--- src/rtl/fifo_stream_reader.sv ---
// Read-side consumer for the dual-clock FIFO: drains the read port into a 2-entry
// buffer and presents a valid/ready stream framed into fixed-length bursts.
module fifo_stream_reader #(
  parameter int DATA_WIDTH = 8,
  parameter int BURST_LEN  = 4
) (
  input  logic                  clk,
  input  logic                  rst_n,
  input  logic                  fifo_empty,
  output logic                  fifo_rd_en,
  input  logic [DATA_WIDTH-1:0] fifo_rd_data,
  output logic                  m_valid,
  input  logic                  m_ready,
  output logic [DATA_WIDTH-1:0] m_data,
  output logic                  m_last,
  output logic                  burst_done,
  output logic [7:0]            beat_idx
);

  localparam logic [7:0] LAST_IDX = 8'(BURST_LEN - 1);

  logic [DATA_WIDTH-1:0] head;
  logic [DATA_WIDTH-1:0] tail;
  logic [1:0]            occ;
  logic                  inflight;
  logic                  pop;
  logic                  is_last;
  logic [2:0]            pending;

  assign m_valid = (occ != 2'd0);
  assign m_data  = head;
  assign is_last = (beat_idx == LAST_IDX);
  assign m_last  = m_valid && is_last;
  assign pop     = m_valid && m_ready;

  // A read is issued only if its word is guaranteed a free slot when it lands.
  always_comb begin
    pending    = {1'b0, occ} + {2'b00, inflight} - {2'b00, pop};
    fifo_rd_en = rst_n && !fifo_empty && (pending < 3'd2);
  end

  always_ff @(posedge clk or negedge rst_n) begin
    if (!rst_n) begin
      head     <= '0;
      tail     <= '0;
      occ      <= '0;
      inflight <= 1'b0;
    end else begin
      inflight <= fifo_rd_en;
      case ({inflight, pop})
        2'b01: begin
          if (occ == 2'd2) head <= tail;
          occ <= occ - 2'd1;
        end
        2'b10: begin
          if (occ == 2'd0) head <= fifo_rd_data;
          else             tail <= fifo_rd_data;
          if (occ != 2'd2) occ <= occ + 2'd1;
        end
        // Capture with pop: occupancy unchanged, tail advances to head.
        2'b11: begin
          if (occ == 2'd2) begin
            head <= tail;
            tail <= fifo_rd_data;
          end else begin
            head <= fifo_rd_data;
          end
        end
        default: ;
      endcase
    end
  end

  always_ff @(posedge clk or negedge rst_n) begin
    if (!rst_n) begin
      beat_idx   <= '0;
      burst_done <= 1'b0;
    end else begin
      burst_done <= pop && is_last;
      if (pop) beat_idx <= is_last ? '0 : beat_idx + 8'd1;
    end
  end

endmodule

--- config.mk ---
export PLATFORM = sky130hd
export DESIGN_NAME = fifo_stream_reader
export DESIGN_NICKNAME = d
export VERILOG_FILES = /design/src/rtl/fifo_stream_reader.sv
export SDC_FILE = /design/constraint.sdc
export NUM_CORES = 1
export LEC_CHECK = 0
export CELL_PAD_IN_SITES_DETAIL_PLACEMENT = 1
export CELL_PAD_IN_SITES_GLOBAL_PLACEMENT = 2
export CORE_UTILIZATION = 32
export DETAILED_ROUTE_END_ITERATION = 8
export PLACE_DENSITY = 0.88
export SETUP_SLACK_MARGIN = 0.02
export SLEW_MARGIN = 10
export SYNTH_ARGS = -nofsm -noshare
export SYNTH_HDL_FRONTEND = slang
export SYNTH_SLANG_ARGS = --single-unit
--- constraint.sdc ---
create_clock -name clk -period 2.83 [get_ports clk]
set_input_delay 0.566 -clock clk [delete_from_list [all_inputs] [get_ports clk]]
set_output_delay 0.566 -clock clk [all_outputs]
set_load 0.02 [all_outputs]
== After elaboration in Yosys (flattened, before gate mapping) ==
Index checks and enable logic that the tools add are counted.
Operators by class
  muxes and demuxes: 10
  add/subtract/negate cells: 5
  $mul: 0
  reductions and logical operators: 14
  order comparisons: 1
  shifts and indexed selects: 0
  div/mod/pow operators: 0
  equality and inequality tests: 11
  bitwise operators: 0
Operators with widths (count)
  2-to-1 mux 8 bit: 6
  one-hot mux 8 bit (3 select lines): 1
  one-hot mux 8 bit (2 select lines): 1
  != test 2 bit, second input constant: 6
  adder 8 x 1 -> 8 bit, second input constant: 1
  == test 8 x 2 -> 1 bit, second input constant: 1
  == test 2 bit, second input constant: 3
  AND reduction 3 bit: 2
  nonzero test 2 bit: 3
  logical AND 1 bit: 5
  one-hot mux 2 bit (2 select lines): 1
  adder 2 x 1 -> 3 bit: 1
  less-than comparator 3 x 2 -> 1 bit, second input constant: 1
  nonzero test 3 bit: 1
  subtractor 3 x 1 -> 3 bit: 1
  adder 2 x 1 -> 2 bit, second input constant: 1
  == test 2 x 1 -> 1 bit, second input constant: 1
  zero test 2 bit: 1
  2-to-1 mux 2 bit: 1
  AND reduction 2 bit: 1
  subtractor 2 x 1 -> 2 bit, second input constant: 1
  zero test 1 bit: 1
Storage, ports and cells
  input port bits: 12
  latch bits: 0
  register bits after elaboration: 28
  ROM bits: 0
  logic and storage cells: 47
  memories kept: 0
  memory bits (writable): 0
  output and inout port bits: 20

== Longest topological paths before layout ==
  depth after elaboration: 5
  depth in mapped cells: 9
  mapped depth without buffers: 7

== Worst setup path after synthesis ==
Ideal clock, no wire load.
  kind: reg2out
  start point: reg occ[1]
  end point: out fifo_rd_en
  path buffers: 0
  required time: 2264 ps
  cell stages (with the launch flop): 7
  arrival: 2140 ps
  path slack: 124 ps
  cells stage by stage: dfrtp_1 o21ai_2 inv_2 ha_1 fa_1 xor2_1 nor3_1
On the way
  cells in the longest elaborated chain, start to end: 5
  elaborated cells on any way between the ends: 6
  those cells by class: add/sub (2); order compare (1); reduce/logical (3)
Ends and longest elaborated chain
  from (decl): line 24  | logic [1:0] occ;
  from (signal assigned): line 53  | occ <= occ - 2'd1;
  from (signal assigned): line 58  | if (occ != 2'd2) occ <= occ + 2'd1;
  nonzero test 2 bit: line 30  | assign m_valid = (occ != 2'd0);
  logical AND 1 bit: line 34  | assign pop = m_valid && m_ready;
  via pop: line 26  | logic pop;
  subtractor 3 x 1 -> 3 bit: line 38  | pending = {1'b0, occ} + {2'b00, inflight} - {2'b00, pop};
  less-than comparator 3 x 2 -> 1 bit: line 39  | fifo_rd_en = rst_n && !fifo_empty && (pending < 3'd2);
  logical AND 1 bit: line 39
  to (decl): line 10  | output logic fifo_rd_en,
The timed path passes the listed nets, and every way through them passes these cells.

== Worst setup path in the final report ==
  start point: in m_ready
  end point: out fifo_rd_en
On the way
  cells in the longest elaborated chain, start to end: 4
Ends and longest elaborated chain
  from (decl): line 13  | input logic m_ready,
  logical AND 1 bit: line 34
  subtractor 3 x 1 -> 3 bit: line 38
  less-than comparator 3 x 2 -> 1 bit: line 39
  logical AND 1 bit: line 39
No other way between the ends.

==> impl_metrics.xml <==
<?xml version="1.0" encoding="UTF-8"?>
<metrics>
  <group name="logic_synthesis">
    <metric name="synth_ff_type" unit="">sky130_fd_sc_hd__dfrtp_1</metric>
    <metric name="syn-num-nets" unit="">160</metric>
    <metric name="synth_seq_area_share" unit="%">45.8</metric>
    <metric name="postSynthCellCount" unit="">141</metric>
    <metric name="ys_async_sr_fraction" unit="%">100</metric>
    <metric name="ys_ff_latch" unit="">28</metric>
    <metric name="synth.avg_cell_area" unit="sq um">10.9</metric>
    <metric name="post_synth_instance_area" unit="sq mm">0.00153</metric>
    <metric name="synth.distinct_cells" unit="">31</metric>
    <metric name="synth_warn" unit="">0</metric>
    <metric name="edff_count_synth" unit="">0</metric>
  </group>
  <group name="detailed_routing">
    <metric name="vias_per_cell" unit="">5.21</metric>
    <metric name="detailroute.via_count" unit="">1225</metric>
    <metric name="residual_drc" unit="">3</metric>
    <metric name="drtPass1Iterations" unit="">8</metric>
    <metric name="antenna_left" unit="">0</metric>
    <metric name="drt_iter0_drc" unit="">63</metric>
    <metric name="drt_wl_total" unit="mm">4.00</metric>
    <metric name="routedWlPerCell" unit="microns">17.0</metric>
  </group>
  <group name="sta">
    <metric name="tns" unit="ns">0</metric>
    <metric name="timing.final.crit_period" unit="ns">2.75</metric>
    <metric name="clock-skew-final" unit="ns">0.00593</metric>
    <metric name="setup_violations" unit="">0</metric>
    <metric name="final.period_utilization" unit="%">97.0</metric>
    <metric name="timing_max_transition_violations_final" unit="">0</metric>
    <metric name="max_slew_margin" unit="%">54.1</metric>
    <metric name="maxClockFrequency" unit="MHz">364</metric>
    <metric name="grt_setup_unrepaired" unit="">true</metric>
    <metric name="final_hold_viol_count" unit="">0</metric>
    <metric name="timing_worst_slew_pin_value" unit="ns">0.689</metric>
  </group>
  <group name="floorplanning">
    <metric name="boundaryPins" unit="">32</metric>
    <metric name="die_height" unit="microns">71.2</metric>
    <metric name="die_x" unit="microns">71.2</metric>
    <metric name="design.die.area" unit="sq mm">0.00506</metric>
    <metric name="initial_core_util" unit="%">34.2</metric>
    <metric name="rows" unit="">24</metric>
    <metric name="core_area" unit="sq mm">0.00447</metric>
  </group>
  <group name="critical_path">
    <metric name="worst_path_most_repeated_cell" unit="">sky130_fd_sc_hd__nand2_1</metric>
    <metric name="worst_path_max_delay_cell" unit="">sky130_fd_sc_hd__fa_1</metric>
    <metric name="slowest_delay" unit="ns">0.51</metric>
    <metric name="endpoint_kind" unit="">primary output</metric>
    <metric name="critical_path.startpoint_type" unit="">input port</metric>
    <metric name="worstPathCellList" unit="">clkdlybuf4s15_1, o21ai_4, ha_4, nand2_1, fa_1, nand2_1, nor3_2, buf_4</metric>
    <metric name="timing.critical_path.arrival" unit="ns">2.18</metric>
    <metric name="endpoint_required_time_on_the_critical_path" unit="ns">2.26</metric>
    <metric name="critPathKind" unit="">in2out</metric>
    <metric name="cp_max_fo" unit="">4</metric>
  </group>
  <group name="finish">
    <metric name="multiInputGateArea" unit="sq um">826</metric>
    <metric name="fillCellCount" unit="">497</metric>
    <metric name="share_of_layout_cells_above_drive_strength_1" unit="%">24.0</metric>
    <metric name="regArea" unit="sq um">701</metric>
    <metric name="final_design_area_no_fill" unit="sq mm">0.00209</metric>
    <metric name="antenna-diode-count" unit="">0</metric>
    <metric name="areaGrowthSynthToFinish" unit="%">36.5</metric>
    <metric name="fin_nets" unit="">203</metric>
  </group>
  <group name="pwr">
    <metric name="powerDensity" unit="mW/mm^2">1150</metric>
    <metric name="max-vdd-ir-drop" unit="mV">0.410</metric>
    <metric name="static-leakage-power" unit="uW">0.000908</metric>
  </group>
  <group name="run">
    <metric name="max_cap_violations" unit="">0</metric>
  </group>
  <group name="clock_tree">
    <metric name="cts_root_buf" unit="">sky130_fd_sc_hd__clkbuf_8</metric>
    <metric name="ctsHtreeMaxLevel" unit="">1</metric>
    <metric name="clk-insertion-delay-late" unit="ns">0.28</metric>
    <metric name="clk_pin_slew_worst_paths" unit="ns">0.10</metric>
    <metric name="tritoncts_clock_tree" unit="">done</metric>
    <metric name="tritoncts_num_sinks" unit="">28</metric>
    <metric name="numCtsBuffers" unit="">3</metric>
    <metric name="clockBufferDepth" unit="">2</metric>
  </group>
  <group name="global_routing">
    <metric name="wire_length_of_the_first_global_routing_pass" unit="mm">6.86</metric>
    <metric name="global_route.usage.total" unit="%">17.6</metric>
    <metric name="overflow" unit="">0</metric>
    <metric name="maximum_number_of_pins_on_one_net_before_global_route_repair" unit="">29</metric>
    <metric name="initial_antenna_violation_count" unit="">0</metric>
    <metric name="first_global_vias" unit="">1367</metric>
  </group>
  <group name="place">
    <metric name="placed_cell_area" unit="sq mm">0.00195</metric>
    <metric name="routabilityCongestion" unit="">0.782</metric>
    <metric name="buffer_ports.inserted" unit="">31</metric>
    <metric name="detailedPlacementHpwl" unit="mm">2.81</metric>
  </group>
  <group name="min_path">
    <metric name="min-delay-path-class" unit="">reg2reg</metric>
  </group>
  <group name="status">
    <metric name="run_status" unit="">complete, but fails checks</metric>
    <metric name="violations_in_the_final_reports" unit="">design-rule violations</metric>
  </group>
</metrics>
## registers in the layout (all words and copies together) (netlist names)
register / flops
occ: 2
tail: 8
burst_done: 1
inflight: 1
m_data: 8
beat_idx: 8
## placed cells by master, fill, tap and decap left out, types with 2 or more instances in the layout
master                            netlist  routed
sky130_fd_sc_hd__nand2_1               23      23
sky130_fd_sc_hd__dfrtp_1               28      28
sky130_fd_sc_hd__ha_1                   6       4
sky130_fd_sc_hd__clkbuf_8               0       3
sky130_fd_sc_hd__xor2_1                 4       4
sky130_fd_sc_hd__inv_1                  3       3
sky130_fd_sc_hd__clkdlybuf4s50_1        0      28
sky130_fd_sc_hd__nand3_1                9       9
sky130_fd_sc_hd__buf_4                  0      13
sky130_fd_sc_hd__o211ai_1               8       8
sky130_fd_sc_hd__mux2_4                 8       8
sky130_fd_sc_hd__mux2_2                 8       8
sky130_fd_sc_hd__xnor2_1                4       4
sky130_fd_sc_hd__ha_4                   0       2
sky130_fd_sc_hd__a22oi_1                8       8
sky130_fd_sc_hd__nor2_1                 8       8
sky130_fd_sc_hd__nand4_1                2       2
sky130_fd_sc_hd__o21ai_0                2       2
## critical path, delay by kind of cell
family	cells	cell delay (ns)
fa+ha+maj	2	0.79
buf+inv	2	0.38
simple gates	3	0.35
compound gates	1	0.10
## stage by stage
stage                     utilization (%)  hold slack [ns]  setup slack, ns  instances  total power, uW
after floorplan                         -            0.270            0.124        141             1570
after global placement               43.5            0.487           -0.579        228             1960
after detailed placement             43.5            0.494           -0.655        228             2040
after CTS                            45.5            0.523           0.0519        234             2390
after global routing                 46.7            0.546          -0.0253        235             2590
final                                46.7            0.519           0.0846        235             2410
## worst paths after layout
| kind | endpoint | depth (start not counted) | slack (ns) | startpoint |
|---|---|---|---|---|
| setup / recovery | fifo_rd_en | 8 | 0.08 | m_ready |
| hold / removal | m_data[2]$_DFFE_PN0P_ | 1 | 0.52 | m_data[2]$_DFFE_PN0P_ |
| setup reg to reg | tail[1]$_DFFE_PN0P_ | 7 | 0.58 | occ[0]$_DFFE_PN0P_ |
| hold reg to reg | m_data[2]$_DFFE_PN0P_ | 1 | 0.52 | m_data[2]$_DFFE_PN0P_ |
| max in group asynchronous | beat_idx[1]$_DFFE_PN0P_ | 2 | 1.82 | rst_n |
| min in group asynchronous | m_data[1]$_DFFE_PN0P_ | 2 | 0.73 | rst_n |
## layer usage
metal | vias up | track usage (%) | part of all wire (%)
met5 | - | 0 | 0
met4 | 0 | 6.00 | 1.9
met3 | 8 | 2.71 | 3.8
met2 | 33 | 31.4 | 51
met1 | 610 | 21.6 | 44
li1 | 574 | - | -
## synth_stat cells, types with 2 or more instances
master,n,area share [%]
sky130_fd_sc_hd__dfrtp_1,28,46
sky130_fd_sc_hd__nand2_1,23,5.6
sky130_fd_sc_hd__nand3_1,9,2.9
sky130_fd_sc_hd__a22oi_1,8,3.9
sky130_fd_sc_hd__mux2_2,8,5.9
sky130_fd_sc_hd__mux2_4,8,7.8
sky130_fd_sc_hd__nor2_1,8,2.0
sky130_fd_sc_hd__o211ai_1,8,3.9
sky130_fd_sc_hd__ha_1,6,4.9
sky130_fd_sc_hd__xnor2_1,4,2.3
sky130_fd_sc_hd__xor2_1,4,2.3
sky130_fd_sc_hd__inv_1,3,0.74
sky130_fd_sc_hd__buf_2,2,0.65
sky130_fd_sc_hd__clkbuf_1,2,0.49
sky130_fd_sc_hd__nand4_1,2,0.82
sky130_fd_sc_hd__nor3_1,2,0.65
sky130_fd_sc_hd__o21ai_0,2,0.65
## power by group
part	total (uW)	internal [uW]	switching (uW)	leakage, uW
combinational	1370	706	666	0.000519
sequential	720	571	149	0.000353
clock	320	190	130	0.0000357
total	2410	1470	946	0.000908
## layout make-up
class                           instances  area share, %
Clock buffer                            3           1.98
Clock inverter                          1           1.44
Inverter                                4          0.839
Multi-Input combinational cell        103           39.5
Sequential cell                        28           33.6
Tap cell                               52           3.12
Timing Repair Buffer                   44           19.5
## logic make-up (layout without fill, tap and decap cells)
kind of cell | count (synthesis) | count (layout) | share of synthesized area [%]
xor+xnor | 8 | 8 | 4.58
mux | 16 | 16 | 13.7
flops | 28 | 28 | 45.8
simple gates | 48 | 48 | 13.8
fa+ha+maj | 7 | 7 | 6.21
buf+inv | 10 | 52 | 3.11
compound gates | 24 | 24 | 12.8
## timing repair
action                                  in CTS  in global routing
buffers inserted                             2                  1
gates resized for setup                      9                  8
pin swaps                                    3                  4
endpoints found under the setup margin       2                  2
hold buffers                                 0                  0
cloned                                       0                  0
(Power assumes the default switching activity.)
